<file path="config.mk">
export PLATFORM = sky130hd
export DESIGN_NAME = alu_req_arbiter
export DESIGN_NICKNAME = d
export VERILOG_FILES = /design/src/rtl/alu_arb_pkg.sv /design/src/rtl/alu_req_arbiter_rr_pick.sv /design/src/rtl/alu_req_arbiter.sv
export SDC_FILE = /design/constraint.sdc
export NUM_CORES = 1
export LEC_CHECK = 0
export CAP_MARGIN = 20
export CORE_MARGIN = 2
export CORE_UTILIZATION = 55
export CTS_CLUSTER_DIAMETER = 40
export DETAILED_ROUTE_END_ITERATION = 7
export PLACE_DENSITY = 0.86
export SETUP_SLACK_MARGIN = 0.15
export SLEW_MARGIN = 10
export SYNTH_ARGS = -nofsm -noshare
export SYNTH_HDL_FRONTEND = slang
export SYNTH_SLANG_ARGS = --single-unit
</file>
<file path="constraint.sdc">
create_clock -name clk -period 4.57 [get_ports clk]
set_input_delay 0.457 -clock clk [delete_from_list [all_inputs] [get_ports clk]]
set_output_delay 0.457 -clock clk [all_outputs]
set_load 0.05 [all_outputs]
</file>
<file path="src/rtl/alu_arb_pkg.sv">
// Shared types and sizes for the four-way ALU request arbiter.
// Latency: n/a (declarations only).
// Backpressure: n/a.
package alu_arb_pkg;
    localparam int NREQ        = 4;
    localparam int SEL_W       = 2;
    // Largest legal TIMEOUT; the BUSY counter is sized to hold it.
    localparam int TIMEOUT_MAX = 255;
    localparam int CNT_W       = $clog2(TIMEOUT_MAX + 1);

    typedef enum logic [1:0] {
        IDLE,
        GRANT,
        BUSY,
        RESP
    } arb_state_t;
endpackage

</file>
<file path="src/rtl/alu_req_arbiter_rr_pick.sv">
// Round-robin priority encoder: first set request scanning up from ptr with wrap.
// Latency: purely combinational.
// Backpressure: none; the result is only consumed by the arbiter while idle.
module rr_pick
    import alu_arb_pkg::*;
(
    input  logic [NREQ-1:0]  req,
    input  logic [SEL_W-1:0] ptr,
    output logic             any,
    output logic [SEL_W-1:0] idx
);

    // Walk offsets from far to near so the request closest to ptr wins last.
    always_comb begin
        logic [SEL_W-1:0] k;
        any = |req;
        idx = ptr;
        k   = '0;
        for (int i = NREQ - 1; i >= 0; i--) begin
            k = ptr + SEL_W'(i);
            if (req[k]) begin
                idx = k;
            end
        end
    end

endmodule

</file>
<file path="src/rtl/alu_req_arbiter.sv">
// Shares one ALU between four requesters: grant, start pulse, wait for done or timeout, respond.
// Latency: grant visible 1 cycle after a request is seen idle; done 1 cycle after alu_done.
// Backpressure: requesters hold req until their done bit pulses; no ready handshake.
module alu_req_arbiter
    import alu_arb_pkg::*;
#(
    parameter int TIMEOUT = 16
) (
    input  logic             clk,
    input  logic             rst_n,
    input  logic [NREQ-1:0]  req,
    input  logic             alu_done,
    output logic [SEL_W-1:0] sel,
    output logic [NREQ-1:0]  gnt,
    output logic             alu_start,
    output logic [NREQ-1:0]  done,
    output logic             err
);

    // Last BUSY counter value before the transaction is forced to end.
    localparam logic [CNT_W-1:0] CNT_LAST = CNT_W'(TIMEOUT - 1);

    arb_state_t       state, state_nxt;
    logic [SEL_W-1:0] ptr, ptr_nxt;
    logic [SEL_W-1:0] sel_nxt;
    logic [NREQ-1:0]  gnt_nxt, done_nxt;
    logic             start_nxt, err_nxt;
    logic [CNT_W-1:0] cnt, cnt_nxt;
    logic             pick_any;
    logic [SEL_W-1:0] pick_idx;

    rr_pick u_pick (
        .req (req),
        .ptr (ptr),
        .any (pick_any),
        .idx (pick_idx)
    );

    // State and registered outputs; reset abandons any transaction silently.
    always_ff @(posedge clk) begin
        if (!rst_n) begin
            state     <= IDLE;
            ptr       <= '0;
            sel       <= '0;
            gnt       <= '0;
            alu_start <= 1'b0;
            done      <= '0;
            err       <= 1'b0;
            cnt       <= '0;
        end else begin
            state     <= state_nxt;
            ptr       <= ptr_nxt;
            sel       <= sel_nxt;
            gnt       <= gnt_nxt;
            alu_start <= start_nxt;
            done      <= done_nxt;
            err       <= err_nxt;
            cnt       <= cnt_nxt;
        end
    end

    // Next state and next output values; sel only moves when a grant is issued.
    always_comb begin
        state_nxt = state;
        ptr_nxt   = ptr;
        sel_nxt   = sel;
        gnt_nxt   = gnt;
        start_nxt = 1'b0;
        done_nxt  = '0;
        err_nxt   = 1'b0;
        cnt_nxt   = cnt;
        unique case (state)
            IDLE: begin
                gnt_nxt = '0;
                if (pick_any) begin
                    state_nxt = GRANT;
                    sel_nxt   = pick_idx;
                    gnt_nxt   = NREQ'(1) << pick_idx;
                    start_nxt = 1'b1;
                end
            end
            GRANT: begin
                state_nxt = BUSY;
                cnt_nxt   = '0;
            end
            BUSY: begin
                // A real completion wins over a timeout landing on the same cycle.
                if (alu_done) begin
                    state_nxt = RESP;
                    done_nxt  = gnt;
                end else if (cnt == CNT_LAST) begin
                    state_nxt = RESP;
                    done_nxt  = gnt;
                    err_nxt   = 1'b1;
                end else begin
                    cnt_nxt = cnt + CNT_W'(1);
                end
            end
            RESP: begin
                state_nxt = IDLE;
                gnt_nxt   = '0;
                // Start the next scan just past the requester that was served.
                ptr_nxt   = sel + SEL_W'(1);
            end
            default: begin
                state_nxt = IDLE;
            end
        endcase
    end

endmodule

</file>
Yosys cells after proc, flatten, opt, wreduce, memory -nomap -nowiden
Cells that the tools add are included.

word-level totals
  register bits = 24
  input bits = 7
  logic and storage cells = 63

cells by class
  add/subtract/negate cells = 5
  order comparisons = 4
  equal/unequal tests = 8
  shift-type cells = 1
  multiplexer cells = 25
  bitwise logic cells = 2
  reduce and logical (&&, ||, !) cells = 10

operator list
  cell                   count
  $mux W8                2
  $pmux W8 S2            1
  $mux W2                7
  $lt A2 B3 Y1 const B   4
  $mux W4                3
  $add A8 B1 Y8 const B  1
  $bmux W1 S2            4
  $eq A8 B4 Y1 const B   1
  $pmux W2 S4            1
  $pmux W4 S2            1
  $reduce_and A2 Y1      4
  $mux W1                6
  $ne A2 B2 Y1 const B   3
  $add A2 B1 Y2 const B  2
  $add A2 B2 Y2 const B  2
  $eq A2 B2 Y1 const B   2
  $reduce_bool A2 Y1     2
  $reduce_or A4 Y1       1
  $shl A1 B2 Y4 const A  1
  $ne A3 B3 Y1 const B   1
  $reduce_and A3 Y1      1
  $reduce_or A3 Y1       1
  $eq A2 B1 Y1 const B   1
  $logic_not A2 Y1       1
  $not A1 Y1             2

Depth between registers and ports, before layout
  depth in word-level cells = 10
  mapped depth = 7
  mapped depth without buffers = 6

By module
A second synthesis with hierarchy kept.

second synthesis, totals
  cell total of the unflattened synthesis = 139
  area total of the unflattened synthesis = 1,211.2 sq um

modules (own cells, without submodules)
  module           times used  cells each  area an instance (sq um)  sequential area each (sq um)
  alu_req_arbiter  1           123         1,111.1                   480.5
  rr_pick          1           16          100.1                     0.0

Least setup slack after synthesis
No wires, ideal clock.

  path kind = reg-to-reg
  from = register state[0]
  to = register gnt[2]
  setup time = 0.087 ns
  arrival time = 1.382 ns
  path slack = 3.101 ns
  cell stages (with the launch flop) = 6
  path buffers = 0
  clock period less this slack = 1.469 ns
  path through = dfxtp_1 inv_1 ha_1 nor4_1 inv_1 o31ai_1

on the way
  word-level cells in the longest chain between the ends = 2
  elaborated cells between the ends (all ways) = 4
  those cells by class = 1 x eq/ne; 1 x mux; 2 x reduce/logical

ends and longest elaborated chain
  item                                               RTL line               RTL
  start, declared                                    alu_req_arbiter.sv:23  arb_state_t state, state_nxt;
  start signal, assigned                             alu_req_arbiter.sv:51  state <= state_nxt;
  $eq A2 B2 Y1 or $logic_not A2 Y1 (tied branches)   alu_req_arbiter.sv:72  unique case (state)
  $pmux W4 S2 or $reduce_bool A2 Y1 (tied branches)  -
  end signal, assigned                               alu_req_arbiter.sv:54  gnt <= gnt_nxt;
  end, declared                                      alu_req_arbiter.sv:14  output logic [NREQ-1:0] gnt,

Parallel ways exist; a longest one is shown, timed or not.
A chain may end at the register's enable or synchronous reset.

Worst setup path in the final report
  from = register sel[0]
  to = output port sel[0]

RTL lines
  item                    RTL line               RTL
  start, declared         alu_req_arbiter.sv:13  output logic [SEL_W-1:0] sel,
  start signal, assigned  alu_req_arbiter.sv:53  sel <= sel_nxt;

No word-level cell between the ends.

==> results.sh <==
export IMPL_cts_setup_buffers=0
export IMPL_cts_num_sinks=24
export IMPL_crit_buf_inv=1
export IMPL_final_layout_size_suffix_gt1_frac=0.0753
export IMPL_coreArea_sq_um=1980
export IMPL_drt_total_wl_microns=2270
export IMPL_num_rows=16
export IMPL_rsz0062_at_grt="false"
export IMPL_crit_path_cell_trace="clkdlybuf4s50_1"
export IMPL_cts_buffers=3
export IMPL_worstSetupPathDepth=1
export IMPL_fmax_mhz=501
export IMPL_status="completed"
export IMPL_grt_pass1_wl_microns=4090
export IMPL_synth_avg_cell_area_sq_um=9.26
export IMPL_synth_yosys_seq_area_share=0.409
export IMPL_io_pins=19
export IMPL_cts_resized=0
export IMPL_rrSetupSlack_ps=2840
export IMPL_via_per_inst=5.62
export IMPL_yosys_area_share_simple=0.284
export IMPL_worst_path_dominant_cell_family="buffers and inverters"
export IMPL_htreeDepth=1
export IMPL_synth_mux_area_frac=0.0170
export IMPL_drv_cap=0
export IMPL_worstHoldPathType="reg2reg"
export IMPL_yosysUniqueCellTypes=39
export IMPL_worstSetupStartpointType="flip-flop"
export IMPL_fin_total_pwr_w=0.000655
export IMPL_fin_setup_tns_ps=0
export IMPL_gp_congestion=0.850
export IMPL_nFillCells=153
export IMPL_die_w_microns=50.2
export IMPL_netlist_instances=127
export IMPL_final_cell_mix="dfxtp_1, clkdlybuf4s50_1, nand2_1"
export IMPL_die_h_microns=50.2
export IMPL_antennaDiodeCount=0
export IMPL_finalClockSkew_ps=5.27
export IMPL_final_common_cell="dfxtp_1"
export IMPL_ff2ff_path_depth=5
export IMPL_antenna_found_initial=0
export IMPL_routedWlPerCell_microns=13.1
export IMPL_hp_start="gnt[2]"
export IMPL_ir_worst_vdd_uv=369
export IMPL_reg2reg_to="gnt[3]"
export IMPL_die_area_sq_um=2520
export IMPL_arrival_ps=1540
export IMPL_fin_crit_ps=1990
export IMPL_start_util=0.593
export IMPL_drc_errors=0
export IMPL_p_leak_nw=0.518
export IMPL_final_core_util=0.713
export IMPL_setup_ws_ps=2580
export IMPL_cts_root_buffer="clkbuf_4"
export IMPL_crit_path_start="sel[0]"
export IMPL_grt_ovfl_total=0
export IMPL_cts_tree="built"
export IMPL_endpoint="sel[0]"
export IMPL_cts_clk_slew_worst_paths_ps=120
export IMPL_relSlewSlack=0.668
export IMPL_ys_ff_latch=24
export IMPL_hpwl_microns=1780
export IMPL_finalSetupViolCount=0
export IMPL_routed_via_count=973
export IMPL_rr_startpoint="state[0]"
export IMPL_synth_compound_area_frac=0.155
export IMPL_cp_max_fo=4
export IMPL_syn_area_sq_um=1180
export IMPL_multi_input_area_sq_um=656
export IMPL_grt_pass1_vias=924
export IMPL_final_nets=160
export IMPL_synth_top_family_by_area="simple AND/OR/NAND/NOR gates"
export IMPL_ys_warn_count=0
export IMPL_synth_adder_area_share=0.0638
export IMPL_critPathKind="reg2out"
export IMPL_track_usage=0.209
export IMPL_yosys_most_used_dff="dfxtp_1"
export IMPL_worstHoldPathCells=2
export IMPL_period_share=0.436
export IMPL_final_max_slew_viol_count=0
export IMPL_first_pass_iters=4
export IMPL_synthXorXnorAreaFrac=0.0372
export IMPL_cp_slowest_cell="clkdlybuf4s50_1"
export IMPL_cts_hold_buf=0
export IMPL_synth_edf_count=0
export IMPL_io_buffers=18
export IMPL_drtIter0Drc=30
export IMPL_clk_latency_ps=310
export IMPL_finalHoldViolations=0
export IMPL_power_density_nw_per_um2=464
export IMPL_clock_path_buffers=2
export IMPL_async_reset_ff_frac=0
export IMPL_crit_required_ps=4110
export IMPL_worst_path_largest_cell_delay_ps=820
export IMPL_regArea_sq_um=480
export IMPL_cp_end_kind="output pin"
export IMPL_area_delta_synth_final_pct=20.1
export IMPL_syn_nets=140
export IMPL_ant_nets=0
export IMPL_pre_cts_ws_ps=2350
export IMPL_grt_max_degree=14
export IMPL_tightest_slew_ps=496
[cell type report]
| cell class | instances | share of cell area |
|---|---|---|
| repair buffers | 18 | 0.128 |
| well taps | 27 | 0.0239 |
| clock buffers | 4 | 0.0257 |
| inverters | 7 | 0.0186 |
| multi-input cells | 93 | 0.464 |
| flip-flops and latches | 24 | 0.340 |
[worst min-delay path by stage]
stage                        end  slack, ps
after floorplan           cnt[0]        450
after global placement    gnt[2]        450
after detailed placement  gnt[2]        460
after CTS                 gnt[2]        480
after global routing      gnt[3]        500
final                     gnt[2]        480
[cell usage after synthesis, types with 3 or more instances]
library cell	count	share of area
ha_1	6	0.064
nand2_1	11	0.035
inv_1	6	0.019
dfxtp_1	24	0.41
nor2_1	9	0.029
nor2b_1	4	0.021
and2_1	6	0.032
o21ai_0	3	0.013
a21oi_1	5	0.021
nand3_1	3	0.013
nand2b_1	3	0.016
nor4_1	4	0.021
nor3_1	3	0.013
xnor2_1	5	0.037
[metal layers]
| layer | track usage | up-vias | wire length [microns] |
|---|---|---|---|
| met5 | 0 | - | 0 |
| li1 | - | 490 | - |
| met2 | 0.364 | 32 | 1110 |
| met3 | 0.0268 | 4 | 98 |
| met1 | 0.262 | 447 | 1030 |
| met4 | 0.0787 | 0 | 27 |
[flip-flops by register name, summed over array words and instances (netlist names)]
register	count
cnt	8
ptr	2
state	2
err	1
sel	2
alu_start	1
done	4
gnt	4
[report_power, final]
group,switching (W),internal [W]
Combinational,0.000172,0.000106
Sequential,0.0000267,0.000241
Clock,0.0000609,0.0000486
[through the flow]
stage / instances / instance area, sq um / hold WS, ps
detailed placement: 169 / 1380 / 459
CTS: 173 / 1410 / 477
global placement: 169 / 1380 / 454
floorplan: 127 / 1180 / 454
finish: 173 / 1410 / 475
global route: 173 / 1410 / 499
[kinds of logic after synthesis]
group	after synthesis
AOI/OAI and AO/OA	25
buffers and inverters	10
and+or+nand+nor	55
muxes	2
adders and majority gates	6
xor gates and xnor gates	5
DFF	24
Note: power is estimated with default switching activity, not from simulation.
